**src/rtl/mem_types.sv**
```systemverilog
// rtl/mem_types.sv - shared arbiter state encoding and registered bus-request layout
package mem_types;

    // Struct fields are sized for the widest supported bus; instances use the low bits.
    localparam int BUS_ADDR_W = 32;
    localparam int BUS_DATA_W = 32;
    localparam int BUS_BE_W   = BUS_DATA_W / 8;

    typedef enum logic [1:0] {
        IDLE    = 2'd0,
        IF_BUSY = 2'd1,
        ME_BUSY = 2'd2
    } arbState_e;

    typedef struct packed {
        logic                  req;
        logic                  we;
        logic [BUS_BE_W-1:0]   be;
        logic [BUS_ADDR_W-1:0] addr;
        logic [BUS_DATA_W-1:0] wdata;
    } busReq_t;

endpackage

```
**src/rtl/bus_timer.sv**
```systemverilog
// rtl/bus_timer.sv - bus wait-cycle counter that flags expiry on the last allowed wait cycle
module bus_timer #(
    parameter int TIMEOUT = 255
) (
    input  logic iClk,
    input  logic iRst,
    input  logic iLoad,
    input  logic iCount,
    output logic oExpire
);

    localparam int CW = $clog2(TIMEOUT + 1);

    logic [CW-1:0] cnt;

    always_ff @(posedge iClk) begin
        if (iRst || iLoad) begin
            cnt <= '0;
        end else if (iCount && !oExpire) begin
            cnt <= cnt + 1'b1;
        end
    end

    // cnt holds the wait cycles already spent, so the TIMEOUT-th cycle sees TIMEOUT-1.
    assign oExpire = (cnt == CW'(TIMEOUT - 1));

endmodule

```
**src/rtl/mem_arbiter.sv**
```systemverilog
// rtl/mem_arbiter.sv - single-port memory arbiter between fetch (IF) and load/store (ME) stages
module mem_arbiter
    import mem_types::*;
#(
    parameter int ADDR_W  = 32,
    parameter int DATA_W  = 32,
    parameter int TIMEOUT = 255
) (
    input  logic                iClk,
    input  logic                iRst,
    input  logic                iIF_req,
    input  logic [ADDR_W-1:0]   iIF_addr,
    input  logic                iFlush_IF,
    input  logic                iAdv_IF,
    output logic [DATA_W-1:0]   oIF_rdata,
    output logic                oStall_IF,
    input  logic                iME_req,
    input  logic                iME_we,
    input  logic [DATA_W/8-1:0] iME_be,
    input  logic [ADDR_W-1:0]   iME_addr,
    input  logic [DATA_W-1:0]   iME_wdata,
    input  logic                iAdv_ME,
    output logic [DATA_W-1:0]   oME_rdata,
    output logic                oStall_ME,
    output logic                oBus_req,
    output logic                oBus_we,
    output logic [DATA_W/8-1:0] oBus_be,
    output logic [ADDR_W-1:0]   oBus_addr,
    output logic [DATA_W-1:0]   oBus_wdata,
    input  logic                iBus_ack,
    input  logic [DATA_W-1:0]   iBus_rdata,
    output logic                oBus_err
);

    arbState_e         state, stateNext;
    busReq_t           busQ, busD;
    logic              doneIF, doneME, discardIF, busErr;
    logic [DATA_W-1:0] ifRdata, meRdata, finData;
    logic              finish, timedOut;
    logic              timerLoad, timerCount, timerExpire;

    bus_timer #(.TIMEOUT(TIMEOUT)) uTimer (
        .iClk    (iClk),
        .iRst    (iRst),
        .iLoad   (timerLoad),
        .iCount  (timerCount),
        .oExpire (timerExpire)
    );

    always_comb begin
        stateNext  = state;
        busD       = busQ;
        timerLoad  = 1'b0;
        timerCount = 1'b0;
        finish     = 1'b0;
        timedOut   = 1'b0;
        case (state)
            IDLE: begin
                if (iME_req && !doneME) begin
                    stateNext  = ME_BUSY;
                    busD.req   = 1'b1;
                    busD.we    = iME_we;
                    busD.be    = BUS_BE_W'(iME_be);
                    busD.addr  = BUS_ADDR_W'(iME_addr);
                    busD.wdata = BUS_DATA_W'(iME_wdata);
                    timerLoad  = 1'b1;
                end else if (iIF_req && !doneIF && !iFlush_IF) begin
                    // A fetch flushed in the same cycle is wrong-path; do not issue it.
                    stateNext  = IF_BUSY;
                    busD.req   = 1'b1;
                    busD.we    = 1'b0;
                    busD.be    = '1;
                    busD.addr  = BUS_ADDR_W'(iIF_addr);
                    busD.wdata = '0;
                    timerLoad  = 1'b1;
                end
            end
            IF_BUSY, ME_BUSY: begin
                if (iBus_ack) begin
                    finish = 1'b1;
                end else if (timerExpire) begin
                    finish   = 1'b1;
                    timedOut = 1'b1;
                end else begin
                    timerCount = 1'b1;
                end
                if (finish) begin
                    stateNext = IDLE;
                    busD      = '0;
                end
            end
            default: stateNext = IDLE;
        endcase
        finData = timedOut ? '0 : iBus_rdata;
    end

    always_ff @(posedge iClk) begin
        if (iRst) begin
            state     <= IDLE;
            busQ      <= '0;
            busErr    <= 1'b0;
            doneIF    <= 1'b0;
            doneME    <= 1'b0;
            discardIF <= 1'b0;
            ifRdata   <= '0;
            meRdata   <= '0;
        end else begin
            state  <= stateNext;
            busQ   <= busD;
            busErr <= timedOut;

            if (state == IF_BUSY && iFlush_IF) begin
                discardIF <= 1'b1;
            end else if (state == IDLE) begin
                discardIF <= 1'b0;
            end

            // Completion outranks an advance in the same cycle.
            if (finish && state == IF_BUSY && !discardIF && !iFlush_IF) begin
                doneIF  <= 1'b1;
                ifRdata <= finData;
            end else if (iAdv_IF || iFlush_IF) begin
                doneIF <= 1'b0;
            end

            if (finish && state == ME_BUSY) begin
                doneME  <= 1'b1;
                meRdata <= finData;
            end else if (iAdv_ME) begin
                doneME <= 1'b0;
            end
        end
    end

    assign oIF_rdata  = ifRdata;
    assign oME_rdata  = meRdata;
    assign oStall_IF  = !iRst && iIF_req && !doneIF;
    assign oStall_ME  = !iRst && iME_req && !doneME;
    assign oBus_req   = busQ.req;
    assign oBus_we    = busQ.we;
    assign oBus_be    = busQ.be[DATA_W/8-1:0];
    assign oBus_addr  = busQ.addr[ADDR_W-1:0];
    assign oBus_wdata = busQ.wdata[DATA_W-1:0];
    assign oBus_err   = busErr;

endmodule

```
**config.mk**
```make
export PLATFORM = sky130hd
export DESIGN_NAME = mem_arbiter
export DESIGN_NICKNAME = d
export VERILOG_FILES = /design/src/rtl/mem_types.sv /design/src/rtl/bus_timer.sv /design/src/rtl/mem_arbiter.sv
export SDC_FILE = /design/constraint.sdc
export NUM_CORES = 1
export LEC_CHECK = 0
export BUFFER_PORTS_ARGS = -buffer_cell sky130_fd_sc_hd__buf_2
export CELL_PAD_IN_SITES_DETAIL_PLACEMENT = 1
export CELL_PAD_IN_SITES_GLOBAL_PLACEMENT = 1
export CORE_MARGIN = 2
export CORE_UTILIZATION = 30
export CTS_CLUSTER_DIAMETER = 150
export DETAILED_ROUTE_END_ITERATION = 8
export PLACE_DENSITY_LB_ADDON = 0.1
export SYNTH_ARGS = -nofsm -noshare
export SYNTH_HDL_FRONTEND = slang
export SYNTH_HIERARCHICAL = 1
export SYNTH_SLANG_ARGS = --single-unit
```
**constraint.sdc**
```tcl
create_clock -name iClk -period 5.3 [get_ports iClk]
set_input_delay 0.265 -clock iClk [delete_from_list [all_inputs] [get_ports iClk]]
set_output_delay 0.265 -clock iClk [all_outputs]
set_load 0.005 [all_outputs]
```
==> flow_summary.toml <==
[outcome]
outcome = "finished clean"

[worst_setup_path]
startpoint_type = "flip-flop"
endpoint_kind = "flip-flop"
arrival_ps = 3580
critPathMaxStageDelay_ps = 680
worst-path-stages = 8
regToRegSetupSlack_ps = 1990
cp_slowest_cell = "a311o_2"
cpMostUsedCell = "buf_4"
worst-r2r-cell-count = 8
cp.required_ps = 5570
path_max_fanout = 48
crit_chain = "inv_1 -> ha_1 -> buf_4 -> nor3b_2 -> a311o_2 -> buf_4 -> or3_1 -> a21oi_1"
critical_path_class = "flip-flop to flip-flop"
path_delay_family = "buffers and inverters"
path_buf_inv = 3
rr_endpoint = "oBus_be[0]$_SDFFE_PP0P_"
r2r_start = "state[0]$_SDFFE_PP0P_"

[finish]
area_growth_pct = 35.1
fill_cells = 2448
finalNetCount = 1152
stdcell_count = 1288
most-common-layout-cells = "buf_2, nand2_1, dfxtp_1"
layout_commonest_cell = "buf_2"
drive_gt1_share_pct = 32.2

[timing]
slew_headroom_pct = 24.6
worst_pin_slew_ps = 1120
rsz0062_at_grt = "false"
period_needed_ps = 3310
fin_skew_ps = 9.57
finalCritPeriodShare_pct = 62.5
max_freq_mhz = 302
timing.final.ws_setup_ps = 1990
setup_viol = 0
slew_violations = 0
final.setup.tns_ps = 0
hold_viol = 0

[flow_run]
cap_viol_max_count = 0

[logic_synthesis]
syn_inst = 765
syn_area_mm2 = 0.00600
ys_warn_count = 6
syn_nets = 911
ys_seq_area_share_pct = 49.4
ys_ff_latch = 148
synth_area_per_cell_um2 = 7.85
ys_types = 42

[global_route]
grt_max_degree = 66
grt_pass1_vias = 6293
grt_pass1_wl_mm = 33.4
overflow = 0
antenna_found_initial = 4
grt_usage_pct = 19.4

[floorplan]
die_area_mm2 = 0.0212
coreArea_mm2 = 0.0195
rows = 51
start_util_pct = 30.7
die_w_um = 145
ioPinCount = 278
die_height_um = 145

[cts]
cts_root_buffer = "clkbuf_16"
ctsResizeCount = 0
clk_pin_slew_ps = 60
htreeDepth = 4
numCtsBuffers = 17
cts_tree = "done"
numClockSinks = 148
postCtsSetupRepairBufs = 0
clk_latency_ps = 410
holdBufCountCts = 0
cts.path.max_buffers = 2

[placed_design]
port_buffers = 277
dp_slack_ps = 1990
gp_congestion = 0.790
dpl.hpwl_mm = 14.3
dp.cells = 1252

[power_and_ir_drop]
p_sw_share_pct = 28.2
p_comb_share_pct = 16.6
intPower_mw = 2.06
switchingPower_mw = 0.810
power_density_mw_per_mm2 = 354
clkPwrFrac_pct = 40.6
peakVddDrop_v = 0.000225
p_leak_nw = 3.58
power_mw = 2.87
p_seq_share_pct = 42.7

[route]
vias_per_cell = 4.82
vias = 6206
routed_wl_mm = 20.8
wire_per_inst_um = 16.1
drt-initial-drc-count = 229
firstDrtPassIters = 6
remaining_drc_errors = 0
ant_nets = 0

[worst_hold_path]
min_path_type = "input port to flip-flop"
whs_path_depth = 3
hold_path_end = "oBus_wdata[10]$_SDFFE_PP0P_"
min_from = "iME_wdata[10]"
-- routing by layer --
layer | track usage [%] | vias to the layer above | part of all wire [%]
li1 | - | 3101 | -
met1 | 24.1 | 2907 | 45
met2 | 31.2 | 169 | 47
met3 | 6.11 | 29 | 6.2
met4 | 7.94 | 0 | 2.5
met5 | 0 | - | 0
-- power by group through the flow --
stage	clock network, mW	registers [mW]	logic (mW)
global route	1.25	1.23	0.539
global placement	0	1.25	0.481
CTS	1.20	1.23	0.486
detailed placement	0	1.25	0.484
floorplan	0	1.25	0.286
finish	1.17	1.23	0.477
-- worst reg2reg max path, cell delays in order (launching register included) --
cell and delay [ps]:
dfxtp_1 360, inv_1 80, ha_1 280, buf_4 410, nor3b_2 610, a311o_2 680
buf_4 520, or3_1 180, a21oi_1 60
-- stage by stage --
stage / util, % / instance area (µm²) / hold WS (ps)
floorplan: - / 6000 / 405
global route: 41.5 / 8110 / 78.2
CTS: 41.5 / 8100 / 74.0
detailed placement: 38.6 / 7530 / 441
finish: 41.5 / 8110 / 94.5
global placement: 38.6 / 7530 / 438
-- synthesized netlist by cell type --
| cell type | n | area, µm² |
|---|---|---|
| o21a_1 | 2 | 15.0 |
| o21ai_0 | 35 | 175 |
| and3_1 | 3 | 18.8 |
| a211oi_1 | 2 | 15.0 |
| nand4_1 | 2 | 12.5 |
| inv_1 | 5 | 18.8 |
| or3b_4 | 1 | 11.3 |
| nor2b_1 | 1 | 6.26 |
| buf_4 | 1 | 7.51 |
| o311ai_0 | 1 | 8.76 |
| dfxtp_1 | 148 | 2960 |
| nand2b_1 | 3 | 18.8 |
| clkbuf_1 | 53 | 199 |
| a32o_1 | 1 | 10.0 |
| nand2_1 | 206 | 773 |
| nor3b_2 | 1 | 12.5 |
| buf_6 | 5 | 56.3 |
| a31oi_1 | 2 | 12.5 |
| a311o_1 | 1 | 10.0 |
| nand3_1 | 102 | 510 |
| mux2i_1 | 3 | 30.0 |
| buf_1 | 5 | 18.8 |
| and2_1 | 2 | 12.5 |
| a21oi_2 | 1 | 8.76 |
| and4_1 | 1 | 8.76 |
| nor4b_1 | 1 | 8.76 |
| nor3b_1 | 1 | 7.51 |
| nand3b_1 | 1 | 7.51 |
| or3_1 | 6 | 37.5 |
| a21boi_0 | 2 | 15.0 |
| nor3_1 | 1 | 5.00 |
| or2_2 | 1 | 6.26 |
| a21oi_1 | 107 | 536 |
| o32ai_1 | 1 | 8.76 |
| nor2_1 | 13 | 48.8 |
| o211a_1 | 1 | 10.0 |
| a211o_1 | 32 | 280 |
| buf_2 | 3 | 15.0 |
| ha_1 | 5 | 62.6 |
| a311oi_1 | 1 | 8.76 |
| o41ai_1 | 1 | 8.76 |
| clkinv_1 | 1 | 3.75 |
-- logic make-up after synthesis --
kind of cell             count (synthesis)  share of synthesized area (%)
multiplexers                             3                          0.500
AND/OR/NAND/NOR                        346                           25.1
flip-flops                             148                           49.4
AO/OA/AOI/OAI                          190                           18.7
adder cells (fa/ha/maj)                  5                           1.04
buffers and inverters                   73                           5.31
-- area by class of cell --
type	instances	area (µm²)	area share (%)
sequential	148	2960	36.5
multi-input combinational	544	2730	33.7
timing repair buffer	289	1480	18.2
clock buffer	21	470	5.80
tap	265	332	4.09
clock inverter	11	101	1.25
inverter	6	22.5	0.278
antenna	4	10.0	0.123
-- registers in the layout, indices dropped and copies added (netlist names) --
| name | flops |
|---|---|
| doneIF | 1 |
| oBus_req | 1 |
| doneME | 1 |
| oBus_wdata | 32 |
| oBus_addr | 32 |
| oIF_rdata | 32 |
| state | 2 |
| discardIF | 1 |
| oBus_err | 1 |
| oME_rdata | 32 |
| oBus_we | 1 |
| uTimer/cnt | 8 |
| oBus_be | 4 |
-- worst max-delay path by stage --
stage	start	end	slack [ps]
after floorplan	uTimer/cnt[0]$_SDFFE_PP0P_	oBus_addr[10]$_SDFFE_PP0P_	2890
after global routing	state[0]$_SDFFE_PP0P_	oBus_be[0]$_SDFFE_PP0P_	1640
after CTS	state[0]$_SDFFE_PP0P_	oBus_be[2]$_SDFFE_PP0P_	1960
final	state[0]$_SDFFE_PP0P_	oBus_be[0]$_SDFFE_PP0P_	1990
after global placement	state[0]$_SDFFE_PP0P_	oBus_be[2]$_SDFFE_PP0P_	2050
after detailed placement	state[0]$_SDFFE_PP0P_	oBus_be[2]$_SDFFE_PP0P_	1990
Note: power is estimated with default switching activity, not from simulation.
